<file path="src/rtl/display_scan_controller_if.sv">
// Groups the counter/scan signals exchanged between the display scan
// controller and its surroundings.
//   inc, clr, lzb_en           : event source / configuration -> controller
//   bcd, dig_sel_n, blank      : controller -> shared 7-segment decoder / digit drivers
//   value, carry               : controller -> count consumer
interface display_scan_controller_if;
    logic        inc;
    logic        clr;
    logic        lzb_en;
    logic [3:0]  bcd;
    logic [3:0]  dig_sel_n;
    logic        blank;
    logic [15:0] value;
    logic        carry;

    modport master (
        output inc, clr, lzb_en,
        input  bcd, dig_sel_n, blank, value, carry
    );

    modport slave (
        input  inc, clr, lzb_en,
        output bcd, dig_sel_n, blank, value, carry
    );
endinterface

</file>
<file path="src/rtl/display_scan_controller.sv">
// 4-digit BCD event counter with a time-multiplexed scan of four
// common-anode digits through one shared BCD-to-7-segment decoder.
// Each digit is preceded by an all-off gap to avoid ghosting; optional
// leading-zero blanking.
// Ports:
//   count : clock, rising edge
//   reset : asynchronous active-low reset
//   bus   : slave side of display_scan_controller_if
//           inc (count request, one per 0->1), clr (sync clear), lzb_en,
//           bcd, dig_sel_n (bit0 = LSD), blank, value (packed BCD), carry
//
// state    | meaning
// ---------+-----------------------------------------------
// ST_BLANK | all digits off for BLANK_CYC clocks, bcd settles
// ST_SHOW  | digit idx enabled for SCAN_DIV clocks
module display_scan_controller #(
    parameter int SCAN_DIV  = 4,
    parameter int BLANK_CYC = 2
) (
    input  logic                        count,
    input  logic                        reset,
    display_scan_controller_if.slave    bus
);

    localparam int MAX_CYC = (SCAN_DIV > BLANK_CYC) ? SCAN_DIV : BLANK_CYC;
    localparam int PW      = $clog2(MAX_CYC + 1);
    localparam logic [PW-1:0] BLANK_LAST = PW'(BLANK_CYC - 1);
    localparam logic [PW-1:0] SHOW_LAST  = PW'(SCAN_DIV - 1);

    typedef enum logic {
        ST_BLANK = 1'b0,
        ST_SHOW  = 1'b1
    } state_t;

    state_t        state;
    state_t        state_nxt;
    logic [1:0]    idx;
    logic [1:0]    idx_nxt;
    logic [PW-1:0] presc;
    logic [PW-1:0] presc_nxt;
    logic          inc_q;
    logic          inc_edge;
    logic [15:0]   value_inc;
    logic          ripple;
    logic          upper_zero;
    logic          suppress;

    assign inc_edge = bus.inc & ~inc_q;

    always_comb begin
        state_nxt = state;
        idx_nxt   = idx;
        presc_nxt = presc + PW'(1);
        case (state)
            ST_BLANK: begin
                if (presc == BLANK_LAST) begin
                    state_nxt = ST_SHOW;
                    presc_nxt = '0;
                end
            end
            ST_SHOW: begin
                if (presc == SHOW_LAST) begin
                    state_nxt = ST_BLANK;
                    presc_nxt = '0;
                    idx_nxt   = idx + 2'd1;
                end
            end
            default: begin
                state_nxt = ST_BLANK;
                presc_nxt = '0;
            end
        endcase
    end

    // Ripple BCD increment; ripple left set after digit 3 means 9999 wrapped.
    always_comb begin
        value_inc = bus.value;
        ripple    = 1'b1;
        for (int i = 0; i < 4; i++) begin
            if (ripple) begin
                if (bus.value[4*i +: 4] >= 4'd9) begin
                    value_inc[4*i +: 4] = 4'd0;
                end else begin
                    value_inc[4*i +: 4] = bus.value[4*i +: 4] + 4'd1;
                    ripple = 1'b0;
                end
            end
        end
    end

    // Digit idx is a leading zero when it and every higher digit are 0.
    // Digit 0 is never blanked so a zero count still shows one "0".
    always_comb begin
        case (idx_nxt)
            2'd1:    upper_zero = (bus.value[15:4]  == 12'd0);
            2'd2:    upper_zero = (bus.value[15:8]  == 8'd0);
            2'd3:    upper_zero = (bus.value[15:12] == 4'd0);
            default: upper_zero = 1'b0;
        endcase
        suppress = bus.lzb_en & upper_zero;
    end

    always_ff @(posedge count or negedge reset) begin
        if (!reset) begin
            bus.value     <= 16'h0000;
            bus.carry     <= 1'b0;
            bus.bcd       <= 4'h0;
            bus.dig_sel_n <= 4'b1111;
            bus.blank     <= 1'b1;
            inc_q         <= 1'b0;
            state         <= ST_BLANK;
            idx           <= 2'd0;
            presc         <= '0;
        end else begin
            inc_q <= bus.inc;

            if (bus.clr) begin
                bus.value <= 16'h0000;
                bus.carry <= 1'b0;
            end else if (inc_edge) begin
                bus.value <= value_inc;
                bus.carry <= ripple;
            end else begin
                bus.carry <= 1'b0;
            end

            state <= state_nxt;
            idx   <= idx_nxt;
            presc <= presc_nxt;

            // Decoder input follows idx in both states so it is stable
            // before the digit enable arrives.
            bus.bcd <= bus.value[{idx, 2'b00} +: 4];

            // Enables are driven from the next state so they line up
            // with the state register.
            if (state_nxt == ST_SHOW && !suppress) begin
                bus.dig_sel_n <= ~(4'b0001 << idx_nxt);
                bus.blank     <= 1'b0;
            end else begin
                bus.dig_sel_n <= 4'b1111;
                bus.blank     <= 1'b1;
            end
        end
    end

endmodule

</file>
<file path="src/flat_wrapper.sv">
// flat-port wrapper written by rule: the top's interface ports become plain ports
module display_scan_controller_flat 
#(
    parameter int SCAN_DIV  = 4,
    parameter int BLANK_CYC = 2
)
  (count, reset, bus_inc, bus_clr, bus_lzb_en, bus_bcd, bus_dig_sel_n, bus_blank, bus_value, bus_carry);
  display_scan_controller_if bus_i ();
  input  logic count;
  input  logic reset;
  input wire logic [$bits(bus_i.inc)-1:0] bus_inc;
  input wire logic [$bits(bus_i.clr)-1:0] bus_clr;
  input wire logic [$bits(bus_i.lzb_en)-1:0] bus_lzb_en;
  output wire logic [$bits(bus_i.bcd)-1:0] bus_bcd;
  output wire logic [$bits(bus_i.dig_sel_n)-1:0] bus_dig_sel_n;
  output wire logic [$bits(bus_i.blank)-1:0] bus_blank;
  output wire logic [$bits(bus_i.value)-1:0] bus_value;
  output wire logic [$bits(bus_i.carry)-1:0] bus_carry;
  assign bus_i.inc = bus_inc;
  assign bus_i.clr = bus_clr;
  assign bus_i.lzb_en = bus_lzb_en;
  assign bus_bcd = bus_i.bcd;
  assign bus_dig_sel_n = bus_i.dig_sel_n;
  assign bus_blank = bus_i.blank;
  assign bus_value = bus_i.value;
  assign bus_carry = bus_i.carry;
  display_scan_controller #(.SCAN_DIV(SCAN_DIV), .BLANK_CYC(BLANK_CYC)) u_core (.count(count), .reset(reset), .bus(bus_i));
endmodule
</file>
<file path="config.mk">
export PLATFORM = sky130hd
export DESIGN_NAME = display_scan_controller_flat
export DESIGN_NICKNAME = d
export VERILOG_FILES = /design/src/rtl/display_scan_controller_if.sv /design/src/rtl/display_scan_controller.sv /design/src/flat_wrapper.sv
export SDC_FILE = /design/constraint.sdc
export NUM_CORES = 1
export LEC_CHECK = 0
export CAP_MARGIN = 0
export CORE_ASPECT_RATIO = 1.4
export CORE_MARGIN = 8
export CORE_UTILIZATION = 50
export DETAILED_ROUTE_END_ITERATION = 8
export GPL_ROUTABILITY_DRIVEN = 0
export PLACE_DENSITY_LB_ADDON = 0.25
export SYNTH_ARGS = -nofsm -noshare
export SYNTH_HDL_FRONTEND = slang
export SYNTH_SLANG_ARGS = --single-unit
</file>
<file path="constraint.sdc">
create_clock -name count -period 2.8 [get_ports count]
set_clock_uncertainty 0.05 [all_clocks]
set_input_delay 0.28 -clock count [delete_from_list [all_inputs] [get_ports count]]
set_output_delay 0.28 -clock count [all_outputs]
set_load 0.01 [all_outputs]
</file>
# After elaboration in Yosys (flattened, before gate mapping)
# Cells that the tools add are included.
[totals] register_bits=33 inputBits=5 output_inout_bits=26 word_cells=75
[op_classes] n_addsub=6 n_lt_le_gt_ge=4 n_eq_ne=5 shift=2 n_mux=29 bitwise=5 reduce_logical=12
[ops] op="$mux W16" n=2
[ops] op="$mux W4" n=8
[ops] op="$add A4 B1 Y4 const B" n=4
[ops] op="$ge A4 B4 Y1 const B" n=4
[ops] op="$shiftx A16 B5 Y4" n=1
[ops] op="$logic_not A12 Y1" n=1
[ops] op="$mux W1" n=12
[ops] op="$logic_not A8 Y1" n=1
[ops] op="$reduce_bool A2 Y1" n=4
[ops] op="$mux W3" n=2
[ops] op="$pmux W3 S2" n=1
[ops] op="$reduce_and A2 Y1" n=3
[ops] op="$eq A2 B2 Y1 const B" n=2
[ops] op="$logic_not A4 Y1" n=1
[ops] op="$mux W2" n=2
[ops] op="$not A4 Y4" n=1
[ops] op="$shl A1 B2 Y4 const A" n=1
[ops] op="$add A3 B1 Y3 const B" n=1
[ops] op="$eq A3 B1 Y1 const B" n=1
[ops] op="$eq A3 B2 Y1 const B" n=1
[ops] op="$pmux W1 S3" n=1
[ops] op="$add A2 B1 Y2 const B" n=1
[ops] op="$and A1 B1 Y1" n=2
[ops] op="$eq A2 B1 Y1 const B" n=1
[ops] op="4 further kinds" n=5

# Depth between registers and ports, before layout
[depth] ltp_word=9 mapped_depth=8 ltp_nobuf=6

# Least setup slack after synthesis
# No wires, ideal clock.
[synth_timing] path_type="reg2reg" from="reg u_core.bus.value[1]" to="reg u_core.bus.value[11]" setup_time_ns=0.137 arrival_ns=1.623 t_required_ns=2.613 path_slack_ns=0.990 stages_incl_launch_ff=9 path_buffers=2 period_less_slack_ns=1.810 cell_sequence="dfrtp_1 inv_1 ha_1 or3b_4 and3_4 buf_6 buf_6 a31oi_2 nor3_1"
[synth_between] elab_chain_cells=5
[synth_lines] element="start: declaration" line="display_scan_controller_if.sv:23" text="output bcd, dig_sel_n, blank, value, carry"
[synth_lines] element="start signal: assignment" line="display_scan_controller.sv:121" text="bus.value <= value_inc;"
[synth_lines] element="$ge A4 B4 Y1" line="display_scan_controller.sv:81" text="if (bus.value[4*i +: 4] >= 4'd9) begin"
[synth_lines] element="$mux W1" line="display_scan_controller.sv:81"
[synth_lines] element="$mux W1" line="display_scan_controller.sv:80" text="if (ripple) begin"
[synth_lines] element="$reduce_bool A2 Y1 (no line)"
[synth_lines] element="$reduce_and A2 Y1 (no line)"
# No other way between the ends.
# A chain may end at the register's enable or synchronous reset.

# Worst setup path in the final report
[layout_timing] from="reg u_core.bus.value[5]" to="reg u_core.bus.value[12]"
[layout_between] elab_chain_cells=6
[layout_lines] element="$ge A4 B4 Y1" line="display_scan_controller.sv:81"
[layout_lines] element="$mux W1" line="display_scan_controller.sv:81"
[layout_lines] element="$mux W1 (2 in series)" line="display_scan_controller.sv:80"
[layout_lines] element="$reduce_bool A2 Y1 (no line)"
[layout_lines] element="$reduce_and A2 Y1 (no line)"
# No other way between the ends.

==> flow_metrics.env <==
export IMPL_status="finished clean"
export IMPL_r2r_end="u_core.bus.value[12]$_DFFE_PN0P_"
export IMPL_power_share_combinational_pct=5.0
export IMPL_fin_util_pct=63.2
export IMPL_rows=26
export IMPL_avgRoutedWirePerCell_um=17.3
export IMPL_p_sw_share_pct=21.9
export IMPL_crit_start="u_core.bus.value[5]$_DFFE_PN0P_"
export IMPL_path_clk_slew_ns=0.07
export IMPL_leakage_nw=0.974
export IMPL_max_slew_margin_pct=43.9
export IMPL_synth_distinct_cells=46
export IMPL_grt_pass1_vias=1510
export IMPL_setup_viol=0
export IMPL_drv_slew=0
export IMPL_syn_to_final_growth_pct=21.7
export IMPL_cp_data_arrival_time_ns=2.16
export IMPL_syn_inst=177
export IMPL_grt_pass1_wl_mm=7.17
export IMPL_cp_start_kind="register"
export IMPL_core_mm2=0.00364
export IMPL_vdd_ir_drop_max_v=0.000293
export IMPL_drive_gt1_share_pct=13.0
export IMPL_cts_resized=0
export IMPL_final_cells=249
export IMPL_endpoint="u_core.bus.value[12]$_DFFE_PN0P_"
export IMPL_die_h_um=88.8
export IMPL_drt_total_wl_mm=4.32
export IMPL_synth_area_mm2=0.00189
export IMPL_worstReg2RegStart="u_core.bus.value[5]$_DFFE_PN0P_"
export IMPL_hpwl_mm=3.14
export IMPL_firstDrtPassIters=4
export IMPL_synthTopCellsByCount="dfrtp_1, ha_1, inv_1"
export IMPL_path_max_fanout=9
export IMPL_synth_most_common_cell="dfrtp_1"
export IMPL_clockBufferDepth=2
export IMPL_grt_usage_pct=15.7
export IMPL_synth_flop_cell="dfrtp_1"
export IMPL_path_class="reg2reg"
export IMPL_grt_start_max_net_pins=34
export IMPL_regToRegSetupSlack_ns=0.76
export IMPL_use_met2_pct=26.7
export IMPL_post_cts_buffers=0
export IMPL_nets=230
export IMPL_yosysTopAreaCell="dfrtp_1"
export IMPL_synthArstFlopShare_pct=100
export IMPL_ios=31
export IMPL_antenna_left=0
export IMPL_maxCapViolCount=0
export IMPL_powerDensity_mw_per_mm2=402
export IMPL_drt_iter0_markers=65
export IMPL_endpoint_kind="register"
export IMPL_min_period_ns=2.04
export IMPL_num_vias=1490
export IMPL_cts_made_buffers=5
export IMPL_synth_area_leaders="dfrtp_1, ha_1, dfstp_2, mux4_2, a21oi_1"
export IMPL_power_internal_mw=0.722
export IMPL_worstMarginPinSlew_ns=0.839
export IMPL_dieArea_mm2=0.00603
export IMPL_port_buffers=30
export IMPL_power_frac_seq_pct=52.3
export IMPL_ys_warnings_count=0
export IMPL_met3_usage_pct=4.69
export IMPL_syn_avg_cell_area_um2=10.7
export IMPL_die_w_um=68.0
export IMPL_hold_class="in2async"
export IMPL_drc=0
export IMPL_diodes=0
export IMPL_rsz0062_at_grt="false"
export IMPL_pwr_share_clk_pct=42.7
export IMPL_h_tree_depth=2
export IMPL_clock_sinks=33
export IMPL_tns_ns=0
export IMPL_initial_utilization_pct=51.9
export IMPL_cts_tree="yes"
export IMPL_synth_nets=201
export IMPL_finalHoldViolations=0
export IMPL_required_ns=2.93
export IMPL_yosysTopAreaCellShare_pct=37.1
export IMPL_reg2regPathDepth=5
export IMPL_fmax_mhz=491
export IMPL_ys_seq_elements=33
export IMPL_vias_per_cell=5.98
export IMPL_antenna_found_initial=0
export IMPL_dp_cells=241
export IMPL_synth_edff_count=0
export IMPL_met1_usage_pct=17.2
export IMPL_cts_hold_buffers=0
export IMPL_yosysSeqAreaShare_pct=44.0
export IMPL_grt_busiest_layer="met2"
export IMPL_clock_insertion_delay_worst_skew_ns=0.28
export IMPL_finalCritPeriodShare_pct=72.7
export IMPL_clockRootBuffer="clkbuf_8"
export IMPL_grt_overflow=0
export IMPL_net_switching_power_mw=0.203
power groups by stage:
stage               Combinational (mW)  Clock (mW)  Sequential [mW]
global placement                0.0444           0            0.492
floorplan                       0.0184           0            0.493
finish                          0.0462       0.395            0.484
global route                    0.0513       0.431            0.484
CTS                             0.0470       0.403            0.484
detailed placement              0.0469           0            0.492
worst max-delay path, stage by stage, from the launching register on:
cell and delay [ns]:
dfrtp_1 0.48, inv_1 0.12, ha_1 0.22, o31ai_2 0.63, nor3_1 0.18, o31ai_1 0.26
how the worst min path moves through the flow:
| stage | cells past startpoint | slack, ns | endpoint |
|---|---|---|---|
| floorplan | 0 | -0.07 | u_core.bus.bcd[0]$_DFF_PN0_ |
| global placement | 1 | 0.41 | u_core.presc[0]$_DFF_PN0_ |
| detailed placement | 1 | 0.43 | u_core.presc[0]$_DFF_PN0_ |
| CTS | 2 | 0.36 | u_core.inc_q$_DFF_PN0_ |
| global route | 2 | 0.38 | u_core.bus.value[1]$_DFFE_PN0P_ |
| finish | 2 | 0.35 | u_core.bus.value[1]$_DFFE_PN0P_ |
cells by family after synthesis:
logic type      after synthesis  share of synthesized area (%)
fa+ha+maj                    19                           12.6
flops                        33                           44.0
simple gates                 57                           18.1
xor+xnor                      2                          0.927
buf+inv                      23                           5.49
compound gates               38                           13.6
mux                           5                           5.29
registers in the layout (all words and copies together), names as in the netlist:
signal                flops
u_core.bus.value         16
u_core.bus.bcd            4
u_core.bus.dig_sel_n      4
u_core.presc              3
u_core.idx                2
u_core.bus.blank          1
u_core.bus.carry          1
u_core.inc_q              1
u_core.state              1
stage by stage:
step           instance area, um2  hold slack [ns]  setup WS (ns)  power [mW]
2_1_floorplan                1890          -0.0656          0.990       0.511
3_3_place_gp                 2200            0.413          0.887       0.536
3_5_place_dp                 2200            0.435          0.808       0.539
4_1_cts                      2300            0.363          0.787       0.934
5_1_grt                      2300            0.384          0.601       0.966
6_report                     2300            0.348          0.763       0.925
cells in the final DEF, fill, tap and decap left out, types with 3 or more instances in the layout:
cell             instances
a21oi_1                 13
a41oi_1                  3
clkbuf_8                 7
clkdlybuf4s50_1         30
dfrtp_1                 28
dfstp_2                  5
ha_1                    19
inv_1                   14
mux4_2                   4
nand2_1                  8
nand2b_1                 4
nand3_1                  5
nand4_1                  6
nor2_1                   8
nor2b_1                  3
nor3_1                   4
o21ai_0                  7
o31ai_1                  3
per-layer routing:
metal / vias to the layer above / part of all wire (%)
met2: 39 / 51
li1: 691 / -
met5: - / 0
met4: 0 / 2.6
met1: 753 / 41
met3: 7 / 5.9
area by class of cell:
type	count	area (um2)
tap	42	52.6
timing repair buffer	31	308
fill	316	1340
multi-input combinational	121	955
clock inverter	1	5.00
inverter	14	52.6
clock buffer	7	96.3
sequential	33	832
No activity file was read; power rests on OpenSTA's default activity.
